==> src/rtl/l2req_core_arbiter_pkg.sv <==
// Shared types and sizing for the L2 request arbiter.
// Cores hand packets of this shape to the L2 pipeline.
package l2req_core_arbiter_pkg;

   localparam int NUM_CORES        = 4;
   localparam int CORE_INDEX_WIDTH = 2;

   typedef struct packed {
      logic        valid;
      logic [1:0]  op;
      logic [31:0] addr;
      logic [31:0] data;
   } l2req_packet_t;

endpackage

==> src/rtl/l2req_core_arbiter_rr_arbiter.sv <==
// Round-robin pick: first set request at or after ptr,
// wrapping past the top index back to zero.
module rr_arbiter #(
   parameter int N = 4,
   parameter int W = 2
) (
   input  logic [N-1:0] req,
   input  logic [W-1:0] ptr,
   output logic [N-1:0] grant,
   output logic [W-1:0] idx,
   output logic         any
);

   // scan N slots starting at ptr; first hit wins
   always_comb begin
      int j;
      j     = 0;
      grant = '0;
      idx   = '0;
      any   = 1'b0;
      for (int i = 0; i < N; i++) begin
         j = int'(ptr) + i;
         if (j >= N) j = j - N;
         if (!any && req[j]) begin
            any      = 1'b1;
            grant[j] = 1'b1;
            idx      = W'(j);
         end
      end
   end

endmodule

==> src/rtl/l2req_core_arbiter.sv <==
// Arbitrates per-core L2 requests into one registered
// request slot feeding the L2 pipeline.
module l2req_core_arbiter
   import l2req_core_arbiter_pkg::l2req_packet_t;
#(
   parameter int NUM_CORES        = l2req_core_arbiter_pkg::NUM_CORES,
   parameter int CORE_INDEX_WIDTH = l2req_core_arbiter_pkg::CORE_INDEX_WIDTH
) (
   input  logic                        clk,
   input  logic                        reset_n,
   input  l2req_packet_t               core_l2req_packet [NUM_CORES],
   output logic [NUM_CORES-1:0]        core_l2req_ready,
   output l2req_packet_t               l2req_packet,
   input  logic                        l2req_ready,
   output logic [CORE_INDEX_WIDTH-1:0] grant_core,
   output logic                        pc_event_l2req_conflict,
   output logic                        pc_event_l2req_stall
);

   logic [NUM_CORES-1:0]        req;
   logic [NUM_CORES-1:0]        grant;
   logic [CORE_INDEX_WIDTH-1:0] idx;
   logic [CORE_INDEX_WIDTH-1:0] rr_ptr;
   logic                        any;
   logic                        free;
   logic                        take;

   // arbitration looks at .valid only
   always_comb begin
      req = '0;
      for (int i = 0; i < NUM_CORES; i++)
         req[i] = core_l2req_packet[i].valid;
   end

   rr_arbiter #(
      .N (NUM_CORES),
      .W (CORE_INDEX_WIDTH)
   ) u_rr (
      .req   (req),
      .ptr   (rr_ptr),
      .grant (grant),
      .idx   (idx),
      .any   (any)
   );

   // slot is free when empty or draining this cycle
   assign free = !l2req_packet.valid || l2req_ready;
   // reset_n gates ready so nothing is accepted in reset
   assign take = reset_n && free && any;

   assign core_l2req_ready        = take ? grant : '0;
   assign pc_event_l2req_conflict = take && ($countones(req) > 1);
   assign pc_event_l2req_stall    = l2req_packet.valid && !l2req_ready;

   // output slot, grant index and round-robin pointer
   always_ff @(posedge clk or negedge reset_n) begin
      if (!reset_n) begin
         l2req_packet <= '0;
         grant_core   <= '0;
         rr_ptr       <= '0;
      end else if (take) begin
         l2req_packet <= core_l2req_packet[idx];
         grant_core   <= idx;
         rr_ptr       <= (idx == CORE_INDEX_WIDTH'(NUM_CORES - 1))
                         ? '0 : idx + 1'b1;
      end else if (l2req_ready) begin
         l2req_packet.valid <= 1'b0;
      end
   end

endmodule

==> config.mk <==
export PLATFORM = sky130hd
export DESIGN_NAME = l2req_core_arbiter
export DESIGN_NICKNAME = d
export VERILOG_FILES = /design/src/rtl/l2req_core_arbiter_pkg.sv /design/src/rtl/l2req_core_arbiter_rr_arbiter.sv /design/src/rtl/l2req_core_arbiter.sv
export SDC_FILE = /design/constraint.sdc
export NUM_CORES = 1
export LEC_CHECK = 0
export ABC_AREA = 1
export CORE_AREA = 2 2 133 135
export CTS_CLUSTER_SIZE = 30
export DETAILED_ROUTE_END_ITERATION = 10
export DIE_AREA = 0 0 135 137
export GPL_ROUTABILITY_DRIVEN = 0
export HOLD_SLACK_MARGIN = 0.15
export PLACE_DENSITY = 0.9
export SLEW_MARGIN = 40
export SYNTH_ARGS = -nofsm -noshare
export SYNTH_HDL_FRONTEND = slang
export SYNTH_HIERARCHICAL = 1
export SYNTH_SLANG_ARGS = --single-unit
export TNS_END_PERCENT = 10
==> constraint.sdc <==
create_clock -name clk -period 3.6 [get_ports clk]
set_input_delay 0.72 -clock clk [delete_from_list [all_inputs] [get_ports clk]]
set_output_delay 0.72 -clock clk [all_outputs]
set_load 0.05 [all_outputs]
* Word-level counts from Yosys, hierarchy flattened
Cells that the tools add are included.
Word-level totals: flip-flop bits (word level) 71, input port bits 271, word-level logic and storage cells 97
Operators by class: add/sub/neg operators 11, order comparisons 14, equality and inequality tests 1, multiplexer cells 43, bitwise gates (word level) 4, reductions and logical operators 18
Operators with widths (count):
- 67-bit binary-select mux with 2-bit select | 1
- 67-bit 2-to-1 mux | 2
- 32-bit by 1-bit greater-or-equal comparator with 1-bit output, second input constant | 4
- 32-bit by 4-bit < comparator with 1-bit output, second input constant | 4
- 32-bit 2-to-1 mux | 4
- 32-bit by 4-bit greater-or-equal comparator with 1-bit output, second input constant | 3
- 32-bit by 4-bit subtractor with 32-bit output, second input constant | 3
- 4-bit 2-to-1 mux | 5
- 1-bit 2-to-1 mux | 18
- 4-bit OR | 3
- 1-bit logical AND | 11
- 2-bit 2-to-1 mux | 5
- 1-bit binary-select mux with 2-bit select | 4
- 1-bit demux with 2-bit select | 4
- 2-bit by 2-bit adder with 3-bit output, second input constant | 2
- 1-bit logical NOT | 5
- 1-bit by 1-bit adder with 2-bit output | 2
- 2-bit by 3-bit subtractor with 4-bit output, second input constant | 1
- 2-bit by 1-bit adder with 3-bit output, second input constant | 1
- 2-bit by 2-bit adder with 3-bit output | 1
- 2-bit by 3-bit greater-or-equal comparator with 1-bit output, second input constant | 1
- 3-bit greater-or-equal comparator, second input constant | 1
- 3-bit by 1-bit > comparator with 1-bit output, second input constant | 1
- 2-bit NOT with 3-bit output | 1
- 4 further kinds | 4

* Longest topological paths before layout
Gate-level depths: netlist of the first run.
depth after elaboration 20, depth in mapped cells 18

* By module
Netlist of the first run, hierarchy kept.
Modules (own cells, without submodules):
- l2req_core_arbiter | times used 1, cells an instance 1091, area each 5894.4 um2
- rr_arbiter | times used 1, cells an instance 77, area each 460.4 um2

* Worst setup path before layout of the first run
Ideal clock, no wire load.
path type register to output, from register rr_ptr[0], to output core_l2req_ready[0], arrival time 2.664 ns, path slack 0.216 ns, stages on the path, launching flop included 14, path through dfrtp_1 inv_2 ha_1 inv_1 nand2_1 nand2_1 nor2_4 buf_6 nand4_1 nand2_1 a21oi_4 inv_2 clkbuf_1 nor2_1
On the way: longest elaborated chain between the ends 17, elaborated cells between the ends (all ways) 66, classes of those cells add/sub: 7; order compare: 12; mux: 33; bitwise: 3; reduce/logical: 11
Ends and longest elaborated chain:
- start: declaration | RTL line l2req_core_arbiter.sv:23 | logic [CORE_INDEX_WIDTH-1:0] rr_ptr;
- start signal: assignment | RTL line l2req_core_arbiter.sv:64 | rr_ptr <= (idx == CORE_INDEX_WIDTH'(NUM_CORES - 1))
- parallel branches: the longest is 14 deep, another holds 32-bit by 4-bit subtractor with 32-bit output
- 1-bit 2-to-1 mux * | RTL line l2req_core_arbiter_rr_arbiter.sv:24 | if (!any && req[j]) begin
- named net any | RTL line l2req_core_arbiter.sv:24 | logic any;
- 1-bit logical AND * | RTL line l2req_core_arbiter.sv:49 | assign take = reset_n && free && any;
- 4-bit 2-to-1 mux * | RTL line l2req_core_arbiter.sv:51 | assign core_l2req_ready = take ? grant : '0;
- end: declaration | RTL line l2req_core_arbiter.sv:12 | output logic [NUM_CORES-1:0] core_l2req_ready,
Mark *: on every way through the listed nets, which the timed path passes. The select of a mux whose other input is x is not followed.

* Final worst setup path of the first run
from register rr_ptr[1], to output core_l2req_ready[3]
On the way: elaborated cells between the ends (all ways) 66, classes of those cells add/sub: 7; order compare: 12; mux: 33; bitwise: 3; reduce/logical: 11
RTL lines:
- parallel branches: the longest is 14 deep, another holds 32-bit by 4-bit subtractor with 32-bit output
- 4-bit 2-to-1 mux * | RTL line l2req_core_arbiter_rr_arbiter.sv:24
- named net grant[3] | RTL line l2req_core_arbiter.sv:21 | logic [NUM_CORES-1:0] grant;
- 4-bit 2-to-1 mux * | RTL line l2req_core_arbiter.sv:51
Marked as above.

==> results of run 1 <==
through the flow:
step	worst slack [ps]	cell area (um^2)	cells	utilization
floorplan	215.7	6355	1168	-
global placement	370.9	10020	1691	0.5873
detailed placement	318.5	10020	1691	0.5873
CTS	183.1	10320	1707	0.6048
global route	23.37	10320	1709	0.6052
finish	256.4	10320	1709	0.6052
sequential cells by signal (all words and copies together) (netlist names):
register      cells
l2req_packet     67
grant_core        2
rr_ptr            2
metal layers:
layer / wire [um] / part of all wire / vias up / global-route usage
met4: 967 / 0.043 / 0 / 0.1175
met1: 8409 / 0.37 / 3548 / 0.2439
met2: 11010 / 0.49 / 354 / 0.4343
met3: 2074 / 0.092 / 63 / 0.06852
li1: - / - / 3983 / -
met5: 0 / 0 / - / 0
where the power goes:
group	switching [uW]	internal, uW	leakage (uW)
Sequential	245	1230	0.000873
Combinational	6020	3050	0.00491
Clock	348	551	0.000144
Total	6610	4830	0.00593
kinds of logic (layout without fill, tap and decap cells):
kind of cell,after synthesis,count (layout),share of synthesized area
AOI/OAI and AO/OA,16,16,0.01634
DFF,71,71,0.2796
and+or+nand+nor,729,729,0.4682
adders and majority gates,10,10,0.02087
buffers and inverters,342,656,0.2150
other,0,2,0
path summary, 6_finish.rpt:
kind / endpoint / depth (start not counted) / startpoint / slack (ps)
max: core_l2req_ready[3] / 11 / rr_ptr[1]$_DFFE_PN0P_ / 260
min: l2req_packet[34]$_DFFE_PN0P_ / 2 / l2req_packet[34]$_DFFE_PN0P_ / 480
max reg2reg: l2req_packet[21]$_DFFE_PN0P_ / 13 / rr_ptr[1]$_DFFE_PN0P_ / 630
min reg2reg: l2req_packet[34]$_DFFE_PN0P_ / 2 / l2req_packet[34]$_DFFE_PN0P_ / 480
max in group asynchronous: rr_ptr[0]$_DFFE_PN0P_ / 3 / reset_n / 2220
min in group asynchronous: l2req_packet[60]$_DFFE_PN0P_ / 2 / reset_n / 510
worst max-delay path: stages (launching register included):
cell and delay (ps):
sky130_fd_sc_hd__dfrtp_1 500, sky130_fd_sc_hd__inv_1 220, sky130_fd_sc_hd__ha_1 410, sky130_fd_sc_hd__inv_1 100
sky130_fd_sc_hd__nand3_1 90, sky130_fd_sc_hd__nand2_1 60, sky130_fd_sc_hd__nor2_1 290, sky130_fd_sc_hd__a21oi_1 120
sky130_fd_sc_hd__nand3_1 100, sky130_fd_sc_hd__inv_1 60, sky130_fd_sc_hd__nor2_1 180, sky130_fd_sc_hd__buf_12 160
area by class of cell:
cell class | instances | area (um^2) | area share
antenna | 2 | 5.005 | 0.0004848
clock buffer | 10 | 239.0 | 0.02315
clock inverter | 6 | 60.06 | 0.005818
inverter | 282 | 1061 | 0.1028
multi-input combinational | 755 | 3237 | 0.3136
sequential | 71 | 1778 | 0.1722
tap | 225 | 281.5 | 0.02727
timing repair buffer | 358 | 3661 | 0.3547
timing repair:
action                     CTS  global route
setup endpoints to repair    0             3
hold buffers                 0             0
resized for setup            0             1
buffers inserted             0             0
cells in the final DEF (no fill, tap or decap), types with 7 or more instances in the layout:
cell / instances
sky130_fd_sc_hd__a21oi_1: 8
sky130_fd_sc_hd__buf_12: 10
sky130_fd_sc_hd__buf_4: 9
sky130_fd_sc_hd__clkbuf_16: 9
sky130_fd_sc_hd__clkdlybuf4s50_1: 339
sky130_fd_sc_hd__dfrtp_1: 70
sky130_fd_sc_hd__ha_1: 9
sky130_fd_sc_hd__inv_1: 278
sky130_fd_sc_hd__nand2_1: 558
sky130_fd_sc_hd__nand3_1: 147
sky130_fd_sc_hd__nand4_1: 7
==> flow_summary.html, run 1 <==
<table>
<tr><th>Metric</th><th>Value</th></tr>
<tr><th colspan="2">Clocking</th></tr>
<tr><td>Clock insertion delay at the later pin of the skew report</td><td>roughly 340 ps</td></tr>
<tr><td>Clock slew at the register clock pins of the worst setup and hold paths</td><td>60 ps</td></tr>
<tr><td>CTS root buffer</td><td>sky130_fd_sc_hd__clkbuf_16</td></tr>
<tr><td>CTS tree</td><td>built</td></tr>
<tr><td>Clock sink total</td><td>71</td></tr>
<tr><td>Number of buffers between clock root and the deepest sink</td><td>2</td></tr>
<tr><td>Total clock buffers created by CTS</td><td>9</td></tr>
<tr><td>Maximum level of the CTS H-tree</td><td>3</td></tr>
<tr><th colspan="2">Floorplanning</th></tr>
<tr><td>Number of top-level pins</td><td>~350</td></tr>
<tr><td>Floorplan core area</td><td>around 0.017 mm^2</td></tr>
<tr><td>Initial cell density of the core</td><td>0.3726</td></tr>
<tr><td>Number of core rows</td><td>48</td></tr>
<tr><td>Area enclosed by the die boundary</td><td>roughly 0.018 mm^2</td></tr>
<tr><td>Vert. Die Dim</td><td>~140 um</td></tr>
<tr><td>Chip Width</td><td>roughly 140 um</td></tr>
<tr><th colspan="2">Place</th></tr>
<tr><td>Port buffer count</td><td>between 300 and 400</td></tr>
<tr><td>Detail Placement HPWL</td><td>approximately 17,000 um</td></tr>
<tr><th colspan="2">Power</th></tr>
<tr><td>IR drop worst, VDD</td><td>about 640 uV</td></tr>
<tr><td>Power density normalized to cell area</td><td>1109 mW/mm^2</td></tr>
<tr><td>Leakage</td><td>0.005931 uW</td></tr>
<tr><td>Total design power</td><td>~11,000 uW</td></tr>
<tr><th colspan="2">Timing</th></tr>
<tr><td>Final Setup Violations</td><td>0</td></tr>
<tr><td>Total Neg Setup Slack</td><td>0 ps</td></tr>
<tr><td>Setup repair after global routing missed its margin</td><td>no</td></tr>
<tr><td>Clock Skew</td><td>roughly 9.3 ps</td></tr>
<tr><td>Count of pins over their slew limit</td><td>0</td></tr>
<tr><td>Count of endpoints failing hold in the final timing report</td><td>0</td></tr>
<tr><td>Max Freq</td><td>approximately 300 MHz</td></tr>
<tr><td>Part of the cycle the worst path needs</td><td>0.9288</td></tr>
<tr><td>Min Tclk post-route</td><td>between 3000 and 4000 ps</td></tr>
<tr><td>Worst-Margin Slew</td><td>slightly above 800 ps</td></tr>
<tr><td>Max-slew headroom at the worst pin</td><td>0.4623</td></tr>
<tr><td>Worst hold slack across all endpoints</td><td>477.0 ps</td></tr>
<tr><th colspan="2">Synth</th></tr>
<tr><td>Most numerous cell in the Yosys netlist</td><td>sky130_fd_sc_hd__nand2_1</td></tr>
<tr><td>Post-synthesis cell type with the largest combined area</td><td>sky130_fd_sc_hd__nand2_1</td></tr>
<tr><td>Portion of synthesized cell area occupied by the leading cell type</td><td>0.3296</td></tr>
<tr><td>Number of synthesized register bits</td><td>71</td></tr>
<tr><td>Ys flop type</td><td>sky130_fd_sc_hd__dfrtp_1</td></tr>
<tr><td>Unique cell type count in the Yosys netlist</td><td>22</td></tr>
<tr><td>Average instance area after synthesis</td><td>between 5 and 6 um^2</td></tr>
<tr><td>Net Count, Synth</td><td>around 1,400</td></tr>
<tr><td>Register area share after synthesis</td><td>0.2796</td></tr>
<tr><td>Yosys warning total</td><td>6</td></tr>
<tr><td>Main area contributors after synthesis</td><td>sky130_fd_sc_hd__nand2_1 (33%), sky130_fd_sc_hd__dfrtp_1 (28%), sky130_fd_sc_hd__inv_1 (16%)</td></tr>
<tr><td>Synthesized instance count</td><td>around 1,200</td></tr>
<tr><td>Count of flip-flops with a built-in enable after synthesis</td><td>0</td></tr>
<tr><td>Async set-or-reset flop fraction in the synthesized netlist</td><td>1.000</td></tr>
<tr><td>Synth cell count leaders</td><td>sky130_fd_sc_hd__nand2_1 (558), sky130_fd_sc_hd__inv_1 (278), sky130_fd_sc_hd__nand3_1 (149)</td></tr>
<tr><td>Cell area after technology mapping</td><td>roughly 0.0064 mm^2</td></tr>
<tr><th colspan="2">Global route</th></tr>
<tr><td>Maximum number of pins on one net before global-route repair</td><td>75</td></tr>
<tr><td>Global-route congestion overflow total</td><td>0</td></tr>
<tr><td>Vias in the first global route</td><td>approximately 7,500</td></tr>
<tr><td>Initial antenna violation count</td><td>2</td></tr>
<tr><td>GRT Util Overall</td><td>0.2357</td></tr>
<tr><td>Global-route wire length before repair</td><td>~35,000 um</td></tr>
<tr><th colspan="2">Worst setup path</th></tr>
<tr><td>Critical path class</td><td>flop to primary output</td></tr>
<tr><td>Maximum fanout along the worst path</td><td>8</td></tr>
<tr><td>Data required time of the critical path</td><td>roughly 2900 ps</td></tr>
<tr><td>Crit start category</td><td>flop</td></tr>
<tr><td>Arrival time of data at the critical path endpoint</td><td>2620 ps</td></tr>
<tr><td>Setup crit end kind</td><td>primary output</td></tr>
<tr><th colspan="2">Flow run</th></tr>
<tr><td>Max-cap violation count</td><td>0</td></tr>
<tr><th colspan="2">Drt</th></tr>
<tr><td>Routed wire length</td><td>roughly 22,000 um</td></tr>
<tr><td># DRC</td><td>0</td></tr>
<tr><td>First drt pass iteration count</td><td>5</td></tr>
<tr><td>Remaining antenna violation count</td><td>0</td></tr>
<tr><td>Per-cell routed wire length</td><td>about 13 um</td></tr>
<tr><td>Detailed-route vias per instance</td><td>around 4.7</td></tr>
<tr><td>Detailed Route Iter0 Violations</td><td>around 310</td></tr>
<tr><td>Via count</td><td>approximately 7,900</td></tr>
<tr><th colspan="2">Cells and area</th></tr>
<tr><td>Ratio of cells with drive above 1 in the final layout</td><td>0.03509</td></tr>
<tr><td>Fillcell total</td><td>between 1,500 and 2,000</td></tr>
<tr><td>Net total in the final layout</td><td>between 1,500 and 2,000</td></tr>
<tr><td>Synth-to-layout area growth</td><td>62.43%</td></tr>
<tr><th colspan="2">Outcome</th></tr>
<tr><td>Run status</td><td>finished, final reports clean</td></tr>
<tr><th colspan="2">Worst hold path</th></tr>
<tr><td>Classification of the worst-slack hold path</td><td>flop to flop</td></tr>
</table>
No activity file was read; power rests on OpenSTA's default activity.
==> run 2: changes to the inputs <==
--- a/config.mk
+++ b/config.mk
@@ -6,6 +6,7 @@
 export NUM_CORES = 1
 export LEC_CHECK = 0
 export ABC_AREA = 1
+export ABC_CLOCK_PERIOD_IN_PS = 3600
 export CORE_AREA = 2 2 133 135
 export CTS_CLUSTER_SIZE = 30
 export DETAILED_ROUTE_END_ITERATION = 10
==> results of run 2 <==
Final layout, timing and power as in run 1 (identical DEF).
==> run 3: changes to the inputs <==
==> constraint.sdc (replaced) <==
create_clock -name clk -period 3.6 [get_ports clk]
set_input_delay 0.72 -clock clk [delete_from_list [all_inputs] [get_ports clk]]
set_output_delay 0.72 -clock clk [all_outputs]
set_load 0.01 [all_outputs]
==> flow_summary.html, run 3 (same netlist as run 1, synthesis figures left out) <==
<table>
<tr><th>Metric</th><th>Value</th></tr>
<tr><th colspan="2">Timing</th></tr>
<tr><td>Max Freq</td><td>between 200 and 300 MHz</td></tr>
<tr><td>Worst hold slack across all endpoints</td><td>between 400 and 500 ps</td></tr>
<tr><td>Min Tclk post-route</td><td>around 3500 ps</td></tr>
<tr><td>Clock Skew</td><td>6.580 ps</td></tr>
<tr><td>Total Neg Setup Slack</td><td>0 ps</td></tr>
<tr><td>Count of endpoints failing hold in the final timing report</td><td>0</td></tr>
<tr><td>Final Setup Violations</td><td>0</td></tr>
<tr><td>Worst-Margin Slew</td><td>797.1 ps</td></tr>
<tr><td>Part of the cycle the worst path needs</td><td>0.9638</td></tr>
<tr><td>Setup repair after global routing missed its margin</td><td>no</td></tr>
<tr><td>Max-slew headroom at the worst pin</td><td>0.4686</td></tr>
<tr><td>Count of pins over their slew limit</td><td>0</td></tr>
<tr><th colspan="2">Worst setup path</th></tr>
<tr><td>Number of cells traversed by the worst register-to-register path</td><td>15</td></tr>
<tr><td>Setup crit end kind</td><td>primary output</td></tr>
<tr><td>Maximum fanout along the worst path</td><td>12</td></tr>
<tr><td>Ordered list of cells on the worst path</td><td>clkdlybuf4s50_1 -&gt; inv_1 -&gt; nand2_2 -&gt; nand3_4 -&gt; nand2_2 -&gt; nor2_4 -&gt; buf_4 -&gt; nand4_1 -&gt; nand3_1 -&gt; inv_1 -&gt; nor2_1 -&gt; clkdlybuf4s50_1</td></tr>
<tr><td>WP buf/inv</td><td>5</td></tr>
<tr><td>Library cell contributing the largest single delay on the critical path</td><td>sky130_fd_sc_hd__clkdlybuf4s50_1</td></tr>
<tr><td>Minimum setup slack among reg-to-reg paths</td><td>between 600 and 700 ps</td></tr>
<tr><td>Critical path class</td><td>input pin to primary output</td></tr>
<tr><td>Worst reg2reg endpoint</td><td>l2req_packet[65]$_DFFE_PN0P_</td></tr>
<tr><td>Data required time of the critical path</td><td>about 2900 ps</td></tr>
<tr><td>Arrival time of data at the critical path endpoint</td><td>2750 ps</td></tr>
<tr><td>Kind of cell with the highest combined delay on the critical path</td><td>buffers and inverters</td></tr>
<tr><td>Crit start category</td><td>input pin</td></tr>
<tr><td>Startpoint of the worst register-to-register path</td><td>rr_ptr[1]$_DFFE_PN0P_</td></tr>
<tr><td>Highest cell delay on the worst timing path</td><td>approximately 540 ps</td></tr>
<tr><th colspan="2">Flow run</th></tr>
<tr><td>Max-cap violation count</td><td>0</td></tr>
<tr><th colspan="2">Power</th></tr>
<tr><td>IR drop worst, VDD</td><td>approximately 980 uV</td></tr>
<tr><td>Leakage</td><td>between 0.005 and 0.006 uW</td></tr>
<tr><td>Power density normalized to cell area</td><td>~1000 mW/mm^2</td></tr>
<tr><th colspan="2">Drt</th></tr>
<tr><td>Per-cell routed wire length</td><td>12.66 um</td></tr>
<tr><td>First drt pass iteration count</td><td>7</td></tr>
<tr><td>Routed wire length</td><td>21,600 um</td></tr>
<tr><td># DRC</td><td>0</td></tr>
<tr><td>Via count</td><td>around 7,900</td></tr>
<tr><td>Detailed Route Iter0 Violations</td><td>~380</td></tr>
<tr><td>Remaining antenna violation count</td><td>0</td></tr>
<tr><td>Detailed-route vias per instance</td><td>between 4 and 5</td></tr>
<tr><th colspan="2">Place</th></tr>
<tr><td>Port buffer count</td><td>roughly 350</td></tr>
<tr><td>Detail Placement HPWL</td><td>15,930 um</td></tr>
<tr><td>Cell area after placement</td><td>around 0.010 mm^2</td></tr>
<tr><th colspan="2">Cells and area</th></tr>
<tr><td>Synth-to-layout area growth</td><td>63.65%</td></tr>
<tr><td>Registers with the most flip-flops</td><td>l2req_packet x67, grant_core x2, rr_ptr x2</td></tr>
<tr><td>Post-layout instance area</td><td>around 0.010 mm^2</td></tr>
<tr><td>Antenna Diode Count</td><td>0</td></tr>
<tr><td>Net total in the final layout</td><td>1,757</td></tr>
<tr><td>Register containing the most flip-flops in the final layout</td><td>l2req_packet</td></tr>
<tr><td>Most frequent standard cell in the layout excluding fill and tap cells</td><td>sky130_fd_sc_hd__nand2_1</td></tr>
<tr><td>Most frequent cells in the layout</td><td>sky130_fd_sc_hd__nand2_1 (557), sky130_fd_sc_hd__clkdlybuf4s50_1 (341), sky130_fd_sc_hd__inv_1 (277), sky130_fd_sc_hd__nand3_1 (147), sky130_fd_sc_hd__dfrtp_1 (70)</td></tr>
<tr><td>Ratio of cells with drive above 1 in the final layout</td><td>0.03376</td></tr>
<tr><td>Flip-flop count of the largest register, all copies and words added</td><td>67</td></tr>
<tr><td>Util after Layout</td><td>0.6097</td></tr>
<tr><th colspan="2">Floorplanning</th></tr>
<tr><td>Vert. Die Dim</td><td>~140 um</td></tr>
<tr><td>Number of core rows</td><td>48</td></tr>
<tr><td>Floorplan core area</td><td>around 0.017 mm^2</td></tr>
<tr><td>Chip Width</td><td>between 100 and 150 um</td></tr>
<tr><td>Initial cell density of the core</td><td>0.3726</td></tr>
<tr><td>Area enclosed by the die boundary</td><td>~0.018 mm^2</td></tr>
<tr><td>Number of top-level pins</td><td>roughly 350</td></tr>
<tr><th colspan="2">Global route</th></tr>
<tr><td>Initial antenna violation count</td><td>0</td></tr>
<tr><td>Global-route congestion overflow total</td><td>0</td></tr>
<tr><td>Vias in the first global route</td><td>7,338</td></tr>
<tr><td>GRT Util Overall</td><td>0.2270</td></tr>
<tr><td>Global-route wire length before repair</td><td>33,930 um</td></tr>
<tr><td>Maximum number of pins on one net before global-route repair</td><td>80</td></tr>
<tr><th colspan="2">Worst hold path</th></tr>
<tr><td>Cells on Worst Hold Path</td><td>2</td></tr>
<tr><td>Hold endpoint</td><td>l2req_packet[1]$_DFFE_PN0P_</td></tr>
<tr><td>Classification of the worst-slack hold path</td><td>flop to flop</td></tr>
<tr><td>Startpoint of the most critical hold path</td><td>l2req_packet[1]$_DFFE_PN0P_</td></tr>
<tr><th colspan="2">Clocking</th></tr>
<tr><td>CTS tree</td><td>built</td></tr>
<tr><td>Number of buffers between clock root and the deepest sink</td><td>2</td></tr>
<tr><td>Clock insertion delay at the later pin of the skew report</td><td>around 330 ps</td></tr>
<tr><td>Count of buffers added by post-CTS timing repair for setup</td><td>0</td></tr>
<tr><td>Clock sink total</td><td>a little over 70</td></tr>
<tr><td>Maximum level of the CTS H-tree</td><td>3</td></tr>
<tr><td>Clock slew at the register clock pins of the worst setup and hold paths</td><td>50 ps</td></tr>
<tr><td>CTS root buffer</td><td>sky130_fd_sc_hd__clkbuf_16</td></tr>
<tr><td>Total clock buffers created by CTS</td><td>9</td></tr>
<tr><th colspan="2">Outcome</th></tr>
<tr><td>Run status</td><td>finished, final reports clean</td></tr>
</table>
run 3: cell count changes in the layout (fill, tap and decap cells not counted), sizes merged:
| cell | change |
|---|---|
| clkinvlp | -2 |
| dlymetal6s2s | +3 |
| clkinv | -2 |
| diode | -2 |
| buf | -6 |
| bufinv | +4 |
| clkdlybuf4s50 | +2 |
run 3: power by group:
| part | total [uW] | internal [uW] | switching (uW) |
|---|---|---|---|
| Clock | 1170 | 835 | 337 |
| Sequential | 1450 | 1230 | 221 |
| Combinational | 7830 | 3040 | 4790 |
run 3: worst reg2reg max path, cell delays in order, from the launching register on:
cell and delay [ps]:
sky130_fd_sc_hd__dfrtp_2 470, sky130_fd_sc_hd__inv_1 260, sky130_fd_sc_hd__ha_4 270, sky130_fd_sc_hd__inv_1 110, sky130_fd_sc_hd__nand2_1 70, sky130_fd_sc_hd__nand2_1 120
sky130_fd_sc_hd__nor2_4 40, sky130_fd_sc_hd__buf_4 160, sky130_fd_sc_hd__nand4_1 150, sky130_fd_sc_hd__nand3_4 110, sky130_fd_sc_hd__inv_2 380, sky130_fd_sc_hd__buf_12 320
sky130_fd_sc_hd__nand3_1 170, sky130_fd_sc_hd__nand2_1 90, sky130_fd_sc_hd__nand2_1 50, sky130_fd_sc_hd__nand2_1 90
run 3: per-stage QoR:
stage	cells	total power (uW)	worst slack (ps)
6_report	1706	10450	130.2
5_1_grt	1706	11520	16.66
4_1_cts	1706	10510	17.12
3_5_place_dp	1690	9285	20.13
3_3_place_gp	1690	9113	121.7
2_1_floorplan	1168	6735	703.1
run 3: timing repair:
action	CTS	global route
hold buffers	0	0
endpoints found under the hold margin	0	0
gates resized for setup	2	7
endpoints found under the setup margin	4	5
cloned	0	0
pin swaps	0	0
run 3: area by class of cell:
class,instances,area (um^2)
clock buffer,10,239.0
clock inverter,6,155.1
fill,1468,6656
inverter,282,1061
multi-input combinational,755,3262
sequential,71,1778
tap,225,281.5
timing repair buffer,357,3623
run 3: metal layers:
| layer | up-vias | GRT usage | wire (um) |
|---|---|---|---|
| li1 | 3976 | - | - |
| met1 | 3483 | 0.2489 | 8276 |
| met2 | 369 | 0.4055 | 10370 |
| met3 | 57 | 0.06667 | 2161 |
| met4 | 0 | 0.1030 | 790 |
| met5 | - | 0 | 0 |
run 3: worst max-delay path by stage:
stage | from | to | cells past startpoint
6_report | core_l2req_packet[133] | core_l2req_ready[2] | 12
5_1_grt | core_l2req_packet[267] | core_l2req_ready[1] | 12
4_1_cts | core_l2req_packet[66] | core_l2req_ready[0] | 12
3_5_place_dp | core_l2req_packet[66] | core_l2req_ready[0] | 11
3_3_place_gp | core_l2req_packet[66] | core_l2req_ready[1] | 11
2_1_floorplan | rr_ptr[0]$_DFFE_PN0P_ | core_l2req_ready[0] | 13
